[config.mk]
export PLATFORM = sky130hd
export DESIGN_NAME = replica_sink
export DESIGN_NICKNAME = d
export VERILOG_FILES = /design/src/rtl/replica_sink.sv
export SDC_FILE = /design/constraint.sdc
export NUM_CORES = 1
export LEC_CHECK = 0
export CAP_MARGIN = 20
export CORE_MARGIN = 2
export CORE_UTILIZATION = 35
export DETAILED_ROUTE_END_ITERATION = 7
export DONT_BUFFER_PORTS = 1
export GPL_ROUTABILITY_DRIVEN = 0
export HOLD_SLACK_MARGIN = 0.15
export SLEW_MARGIN = 20
export SYNTH_ARGS = -nofsm -noshare
export SYNTH_HDL_FRONTEND = slang
export SYNTH_SLANG_ARGS = --single-unit
[constraint.sdc]
create_clock -name clk -period 13.2 [get_ports clk]
set_clock_uncertainty 0.15 [all_clocks]
set_input_delay 2.64 -clock clk [delete_from_list [all_inputs] [get_ports clk]]
set_output_delay 2.64 -clock clk [all_outputs]
set_load 0.01 [all_outputs]
[src/rtl/replica_sink.sv]
// Receiving end of the replica shift chain: checks each replica's tour is a
// permutation, computes first city and checksum, and queues results for the host.
module replica_sink #(
  parameter int LANES       = 8,
  parameter int NODE_W      = 7,
  parameter int CITY_BEATS  = 4,
  parameter int REPLICA_NUM = 4
) (
  input  logic                           clk,
  input  logic                           reset,
  input  logic                           start,
  input  logic                           in_valid,
  input  logic [LANES*NODE_W-1:0]        in_data,
  output logic                           busy,
  output logic                           done,
  output logic                           res_valid,
  input  logic                           res_ready,
  output logic [$clog2(REPLICA_NUM)-1:0] res_replica,
  output logic                           res_ok,
  output logic [NODE_W-1:0]              res_first,
  output logic [15:0]                    res_sum,
  output logic [2:0]                     err
);

  localparam int NCITY = LANES * CITY_BEATS;
  localparam int RW    = $clog2(REPLICA_NUM);
  localparam int BW    = (CITY_BEATS > 1) ? $clog2(CITY_BEATS) : 1;
  localparam logic [NODE_W:0] NCITY_EXT = (NODE_W + 1)'(NCITY);

  typedef enum logic [1:0] {IDLE, RECV, DONE} state_t;

  typedef struct packed {
    logic [RW-1:0]     rep;
    logic              ok;
    logic [NODE_W-1:0] first;
    logic [15:0]       sum;
  } result_t;

  state_t                state_q, state_d;
  logic [BW-1:0]         beat_cnt_q, beat_cnt_d;
  logic [RW-1:0]         rep_cnt_q, rep_cnt_d;
  logic [2**NODE_W-1:0]  bitmap_q, bitmap_d;
  logic                  dup_q, dup_d;
  logic [15:0]           sum_q, sum_d;
  logic [NODE_W-1:0]     first_q, first_d;
  logic [2:0]            err_q, err_d;
  result_t               fifo_q [2];
  result_t               fifo_d [2];
  logic [1:0]            cnt_q, cnt_d;

  logic [NODE_W-1:0]     lane [LANES];
  logic                  beat_dup;
  logic [15:0]           beat_sum;
  logic [2**NODE_W-1:0]  beat_bits;
  logic [NODE_W-1:0]     first_beat;
  logic                  last_beat, last_rep;
  logic                  push, pop, ovf_d;
  logic [1:0]            err_lo_d;
  result_t               push_data;

  always_comb begin
    for (int i = 0; i < LANES; i++) lane[i] = in_data[i*NODE_W +: NODE_W];
  end

  // Out-of-range indices are flagged but never marked, so the bitmap only
  // ever holds legal cities.
  always_comb begin
    beat_dup  = 1'b0;
    beat_sum  = sum_q;
    beat_bits = bitmap_q;
    for (int i = 0; i < LANES; i++) begin
      if ({1'b0, lane[i]} >= NCITY_EXT) begin
        beat_dup = 1'b1;
      end else begin
        if (bitmap_q[lane[i]]) beat_dup = 1'b1;
        beat_bits[lane[i]] = 1'b1;
      end
      beat_sum = beat_sum + 16'(lane[i]);
      for (int j = i + 1; j < LANES; j++) begin
        if (lane[i] == lane[j]) beat_dup = 1'b1;
      end
    end
  end

  assign first_beat = (beat_cnt_q == '0) ? lane[0] : first_q;
  assign last_beat  = (beat_cnt_q == BW'(CITY_BEATS - 1));
  assign last_rep   = (rep_cnt_q == RW'(REPLICA_NUM - 1));

  always_comb begin
    state_d    = state_q;
    beat_cnt_d = beat_cnt_q;
    rep_cnt_d  = rep_cnt_q;
    bitmap_d   = bitmap_q;
    dup_d      = dup_q;
    sum_d      = sum_q;
    first_d    = first_q;
    err_lo_d   = err_q[1:0];
    push       = 1'b0;
    push_data  = '0;
    unique case (state_q)
      IDLE: begin
        if (in_valid) err_lo_d[0] = 1'b1;
        if (start) begin
          state_d    = RECV;
          beat_cnt_d = '0;
          rep_cnt_d  = '0;
          bitmap_d   = '0;
          dup_d      = 1'b0;
          sum_d      = '0;
        end
      end
      RECV: begin
        if (start) err_lo_d[1] = 1'b1;
        if (in_valid) begin
          if (last_beat) begin
            push            = 1'b1;
            push_data.rep   = rep_cnt_q;
            push_data.ok    = ~(dup_q | beat_dup);
            push_data.first = first_beat;
            push_data.sum   = beat_sum;
            bitmap_d        = '0;
            dup_d           = 1'b0;
            sum_d           = '0;
            beat_cnt_d      = '0;
            rep_cnt_d       = last_rep ? '0 : rep_cnt_q + RW'(1);
            if (last_rep) state_d = DONE;
          end else begin
            bitmap_d   = beat_bits;
            dup_d      = dup_q | beat_dup;
            sum_d      = beat_sum;
            first_d    = first_beat;
            beat_cnt_d = beat_cnt_q + BW'(1);
          end
        end
      end
      DONE: begin
        if (in_valid) err_lo_d[0] = 1'b1;
        state_d = IDLE;
      end
      default: state_d = IDLE;
    endcase
  end

  assign pop = res_valid & res_ready;

  // Head entry always lives in slot 0 so the result outputs come straight from flops.
  always_comb begin
    fifo_d = fifo_q;
    cnt_d  = cnt_q;
    ovf_d  = err_q[2];
    unique case ({push, pop})
      2'b11: begin
        if (cnt_q == 2'd2) begin
          fifo_d[0] = fifo_q[1];
          fifo_d[1] = push_data;
        end else begin
          fifo_d[0] = push_data;
        end
      end
      2'b10: begin
        if (cnt_q == 2'd2) begin
          ovf_d = 1'b1;
        end else begin
          fifo_d[cnt_q[0]] = push_data;
          cnt_d            = cnt_q + 2'd1;
        end
      end
      2'b01: begin
        fifo_d[0] = fifo_q[1];
        cnt_d     = cnt_q - 2'd1;
      end
      default: ;
    endcase
  end

  assign err_d = {ovf_d, err_lo_d};

  always_ff @(posedge clk or negedge reset) begin
    if (!reset) begin
      state_q    <= IDLE;
      beat_cnt_q <= '0;
      rep_cnt_q  <= '0;
      bitmap_q   <= '0;
      dup_q      <= 1'b0;
      sum_q      <= '0;
      first_q    <= '0;
      err_q      <= '0;
      fifo_q[0]  <= '0;
      fifo_q[1]  <= '0;
      cnt_q      <= '0;
    end else begin
      state_q    <= state_d;
      beat_cnt_q <= beat_cnt_d;
      rep_cnt_q  <= rep_cnt_d;
      bitmap_q   <= bitmap_d;
      dup_q      <= dup_d;
      sum_q      <= sum_d;
      first_q    <= first_d;
      err_q      <= err_d;
      fifo_q[0]  <= fifo_d[0];
      fifo_q[1]  <= fifo_d[1];
      cnt_q      <= cnt_d;
    end
  end

  assign busy        = (state_q == RECV);
  assign done        = (state_q == DONE);
  assign res_valid   = (cnt_q != 2'd0);
  assign res_replica = fifo_q[0].rep;
  assign res_ok      = fifo_q[0].ok;
  assign res_first   = fifo_q[0].first;
  assign res_sum     = fifo_q[0].sum;
  assign err         = err_q;

endmodule

==> qor.txt <==
clk slew on worst S/H paths - 0.07 ns
Levels on crit path - 18
R2R depth - 16
Worst-Margin Slew - 1.12 ns
number of port buffers - 0
failing checks - design-rule violations
Final Max Tran Viols - 0
initial antenna violation count - 0
RSZ-0062 raised after global routing - no
Synth Cell Area - 0.0159 mm2
Final Hold Violating Endpoints - 0
CTS Buffer Depth - 2
Max VDD drop - 275 uV
Tmin final - 7.08 ns
Nets - 1866
cell family with most CP delay - adder cells
via density per instance - 6.62
Most Frequent Cell on Critical Path - fa_1
Critical R2R Capture - res_sum[14]$_DFFE_PN0P_
Setup Crit Path Kind - primary input to flop
mean routed wirelength per cell - 26.5 um
Post-synth EDFFs - 0
Net Count, Synth - 2041
Hold Path Class - flop to flop
crit-path cells - clkinv_1 -> fa_1 -> inv_1 -> fa_1 -> inv_1 -> fa_1 -> inv_1 -> fa_1 -> ha_1 -> fa_1 -> a21o_1 -> a21oi_1 -> o21ai_0 -> a21oi_1 -> o21bai_1 -> a41oi_1 -> xnor2_1 -> o21ai_0
WHS Path Cells - 2
Area Growth Syn to Fin - 3.29%
Seq cells post-synth - 151
ys async rst share - 100%
post-detail-place hpwl - 41400 um
latest clock arrival within the worst-skew pair - 0.47 ns
number of max-cap violations - 0
Syn. warnings - 0
Setup-failing EPs final - 0
fmax - 141 MHz
TritonCTS clock tree - yes
CTS resizes - 0
layout cells sized above 1 - 7.24%
r2r startpoint - sum_q[2]$_DFFE_PN0P_
# hold bufs at CTS - 0
number of diodes - 0
Vias - 15400
crit end category - flop
Slew headroom - 24.9%
Tot GR Track Use - 26.2%
worst path bufs/invs - 4
setup bufs post-CTS - 0
Initial Util - 35.3%
die area - 0.0472 mm2
outcome - finished with violations
P_leak - 6.24 nW
Initial DRC Count - 2339
Sink Count - 151
Pwr Density - 180 mW/mm2
Top FF cell, synth - dfrtp_1
syn avg cell area - 8.43 um2
final period utilization - 53.6%
CTS root buf - clkbuf_16
total CTS buffers - 17
# IOs - 93
H-Tree Level Count - 4
setup slack, reg-to-reg - 8.15 ns
number of routed nets with antenna violations - 0
post-synth cell types - 77
die height - 217 um
# rows - 78
CP Max Fanout - 21
first-pass GRT wire length - 94800 um
post-synthesis instance total - 1888
total grt overflow - 0
Pre-Repair DR Iteration Count - 8
delay of the slowest cell on the worst path - 0.61 ns
Setup TNS Final - 0 ns
CP Data Required Time - 13.39 ns
worst setup path end - res_sum[14]$_DFFE_PN0P_
final WL - 61700 um
CP Launch Point - in_data[29]
vias in the first global route - 15100
post-synthesis sequential area ratio - 23.7%
CP startpoint kind - primary input
DRC - 60
pin count of the biggest net entering global routing - 152
Worst Path Arrival - 7.27 ns
Core Footprint - 0.0451 mm2
Slowest-stage cell, CP - fa_1
die width - 217 um
total power - 0.00296 W
[registers in the layout (all words and copies together) (netlist names), 3 cells and up]
register	count
fifo_q	26
first_q	7
bitmap_q	64
sum_q	16
res_sum	16
err	3
res_first	7
[power breakdown]
part | switching [W] | internal [W]
registers | 0.000248 | 0.000590
clock network | 0.000245 | 0.000252
logic | 0.000958 | 0.000669
[worst reg2reg max path, stage by stage (launching register included)]
cell and delay, ns:
dfrtp_1 0.40, fa_1 0.47, fa_1 0.52, inv_1 0.05, fa_1 0.53, inv_1 0.05, fa_1 0.44, ha_1 0.23
fa_1 0.47, a21o_1 0.19, a21oi_1 0.20, o21ai_0 0.11, a21oi_1 0.23, o21bai_1 0.18, a41oi_1 0.39, xnor2_1 0.19
o21ai_0 0.12
[synthesized netlist by cell type (11+ instances only)]
cell	instances	area, um2
nand4_1	30	188
a31oi_1	22	138
buf_2	38	190
mux4_2	24	541
fa_1	48	961
mux2_2	34	383
mux2i_1	44	440
a22oi_1	14	105
o31ai_1	13	97.6
nand3b_1	11	82.6
nor3_1	33	165
inv_1	72	270
nand3_1	46	230
xor2_1	87	762
o21ai_0	100	500
nor4_1	52	325
ha_1	44	551
buf_4	27	203
o221ai_1	20	175
a221oi_1	40	350
and2_1	36	225
xnor2_1	100	876
a22o_1	18	158
o22ai_1	107	669
nor2b_1	24	150
nand2b_1	25	156
buf_1	20	75.1
o22a_1	11	96.3
nand2_1	203	762
a21oi_1	42	210
clkbuf_1	120	450
nor2_1	67	251
dfrtp_1	151	3780
[layout make-up]
| type | instances | area (um2) |
|---|---|---|
| tap | 600 | 751 |
| sequential | 151 | 3780 |
| clock inverter | 15 | 156 |
| timing repair buffer | 14 | 105 |
| inverter | 75 | 282 |
| multi-input combinational | 1454 | 10900 |
| fill | 4651 | 28600 |
| clock buffer | 17 | 425 |
[through the flow]
stage | hold slack [ns] | instance area, um2 | instances | util, % | worst slack (ns)
detailed placement | 0.325 | 15900 | 2294 | 35.2 | 5.63
floorplan | 0.299 | 15900 | 1888 | - | 5.82
global route | 0.386 | 16400 | 2326 | 36.5 | 5.72
finish | 0.353 | 16400 | 2326 | 36.5 | 6.12
global placement | 0.319 | 15900 | 2294 | 35.2 | 5.81
CTS | 0.341 | 16400 | 2326 | 36.5 | 6.12
[layer usage]
metal / routed length, um / part of all wire [%] / vias to the layer above / GRT usage [%]
met1: 23900 / 39 / 7392 / 33.4
met5: 0 / 0 / - / 0
met4: 3820 / 6.2 / 0 / 14.3
li1: - / - / 6532 / -
met2: 26200 / 43 / 1151 / 38.4
met3: 7750 / 13 / 315 / 9.48
[how the worst min path moves through the flow]
stage | end | from | slack, ns
floorplan | fifo_q[12]$_DFFE_PN0P_ | fifo_q[12]$_DFFE_PN0P_ | 0.30
global placement | fifo_q[14]$_DFFE_PN0P_ | fifo_q[14]$_DFFE_PN0P_ | 0.32
detailed placement | fifo_q[14]$_DFFE_PN0P_ | fifo_q[14]$_DFFE_PN0P_ | 0.33
CTS | fifo_q[14]$_DFFE_PN0P_ | fifo_q[14]$_DFFE_PN0P_ | 0.34
global route | first_q[2]$_DFFE_PN0P_ | first_q[2]$_DFFE_PN0P_ | 0.39
finish | fifo_q[14]$_DFFE_PN0P_ | fifo_q[14]$_DFFE_PN0P_ | 0.35
[placed cells by master (no fill, tap or decap), drive strengths merged, types with 25 or more instances in the layout]
| master | Yosys | routed |
|---|---|---|
| nand2 | 203 | 203 |
| dfrtp | 151 | 151 |
| o22ai | 107 | 107 |
| o21ai | 102 | 102 |
| xnor2 | 100 | 100 |
| xor2 | 87 | 87 |
| inv | 72 | 81 |
| nor2 | 67 | 67 |
| nor4 | 52 | 52 |
| fa | 48 | 48 |
| nand3 | 46 | 46 |
| mux2i | 44 | 44 |
| ha | 44 | 44 |
| a21oi | 42 | 42 |
| a221oi | 40 | 40 |
| and2 | 36 | 36 |
| mux2 | 34 | 34 |
| nor3 | 33 | 33 |
| nand4 | 30 | 30 |
| mux4 | 27 | 27 |
| nand2b | 25 | 25 |
[cell families (layout without fill, tap and decap cells)]
kind of cell	Yosys count	count (layout)	share of synthesized area [%]
DFF	151	151	23.7
muxes	105	105	9.06
and+or+nand+nor	576	576	18.2
buffers and inverters	283	121	7.67
AOI/OAI and AO/OA	494	494	21.6
xor gates and xnor gates	187	187	10.3
adders and majority gates	92	92	9.50
(Power assumes the default switching activity.)
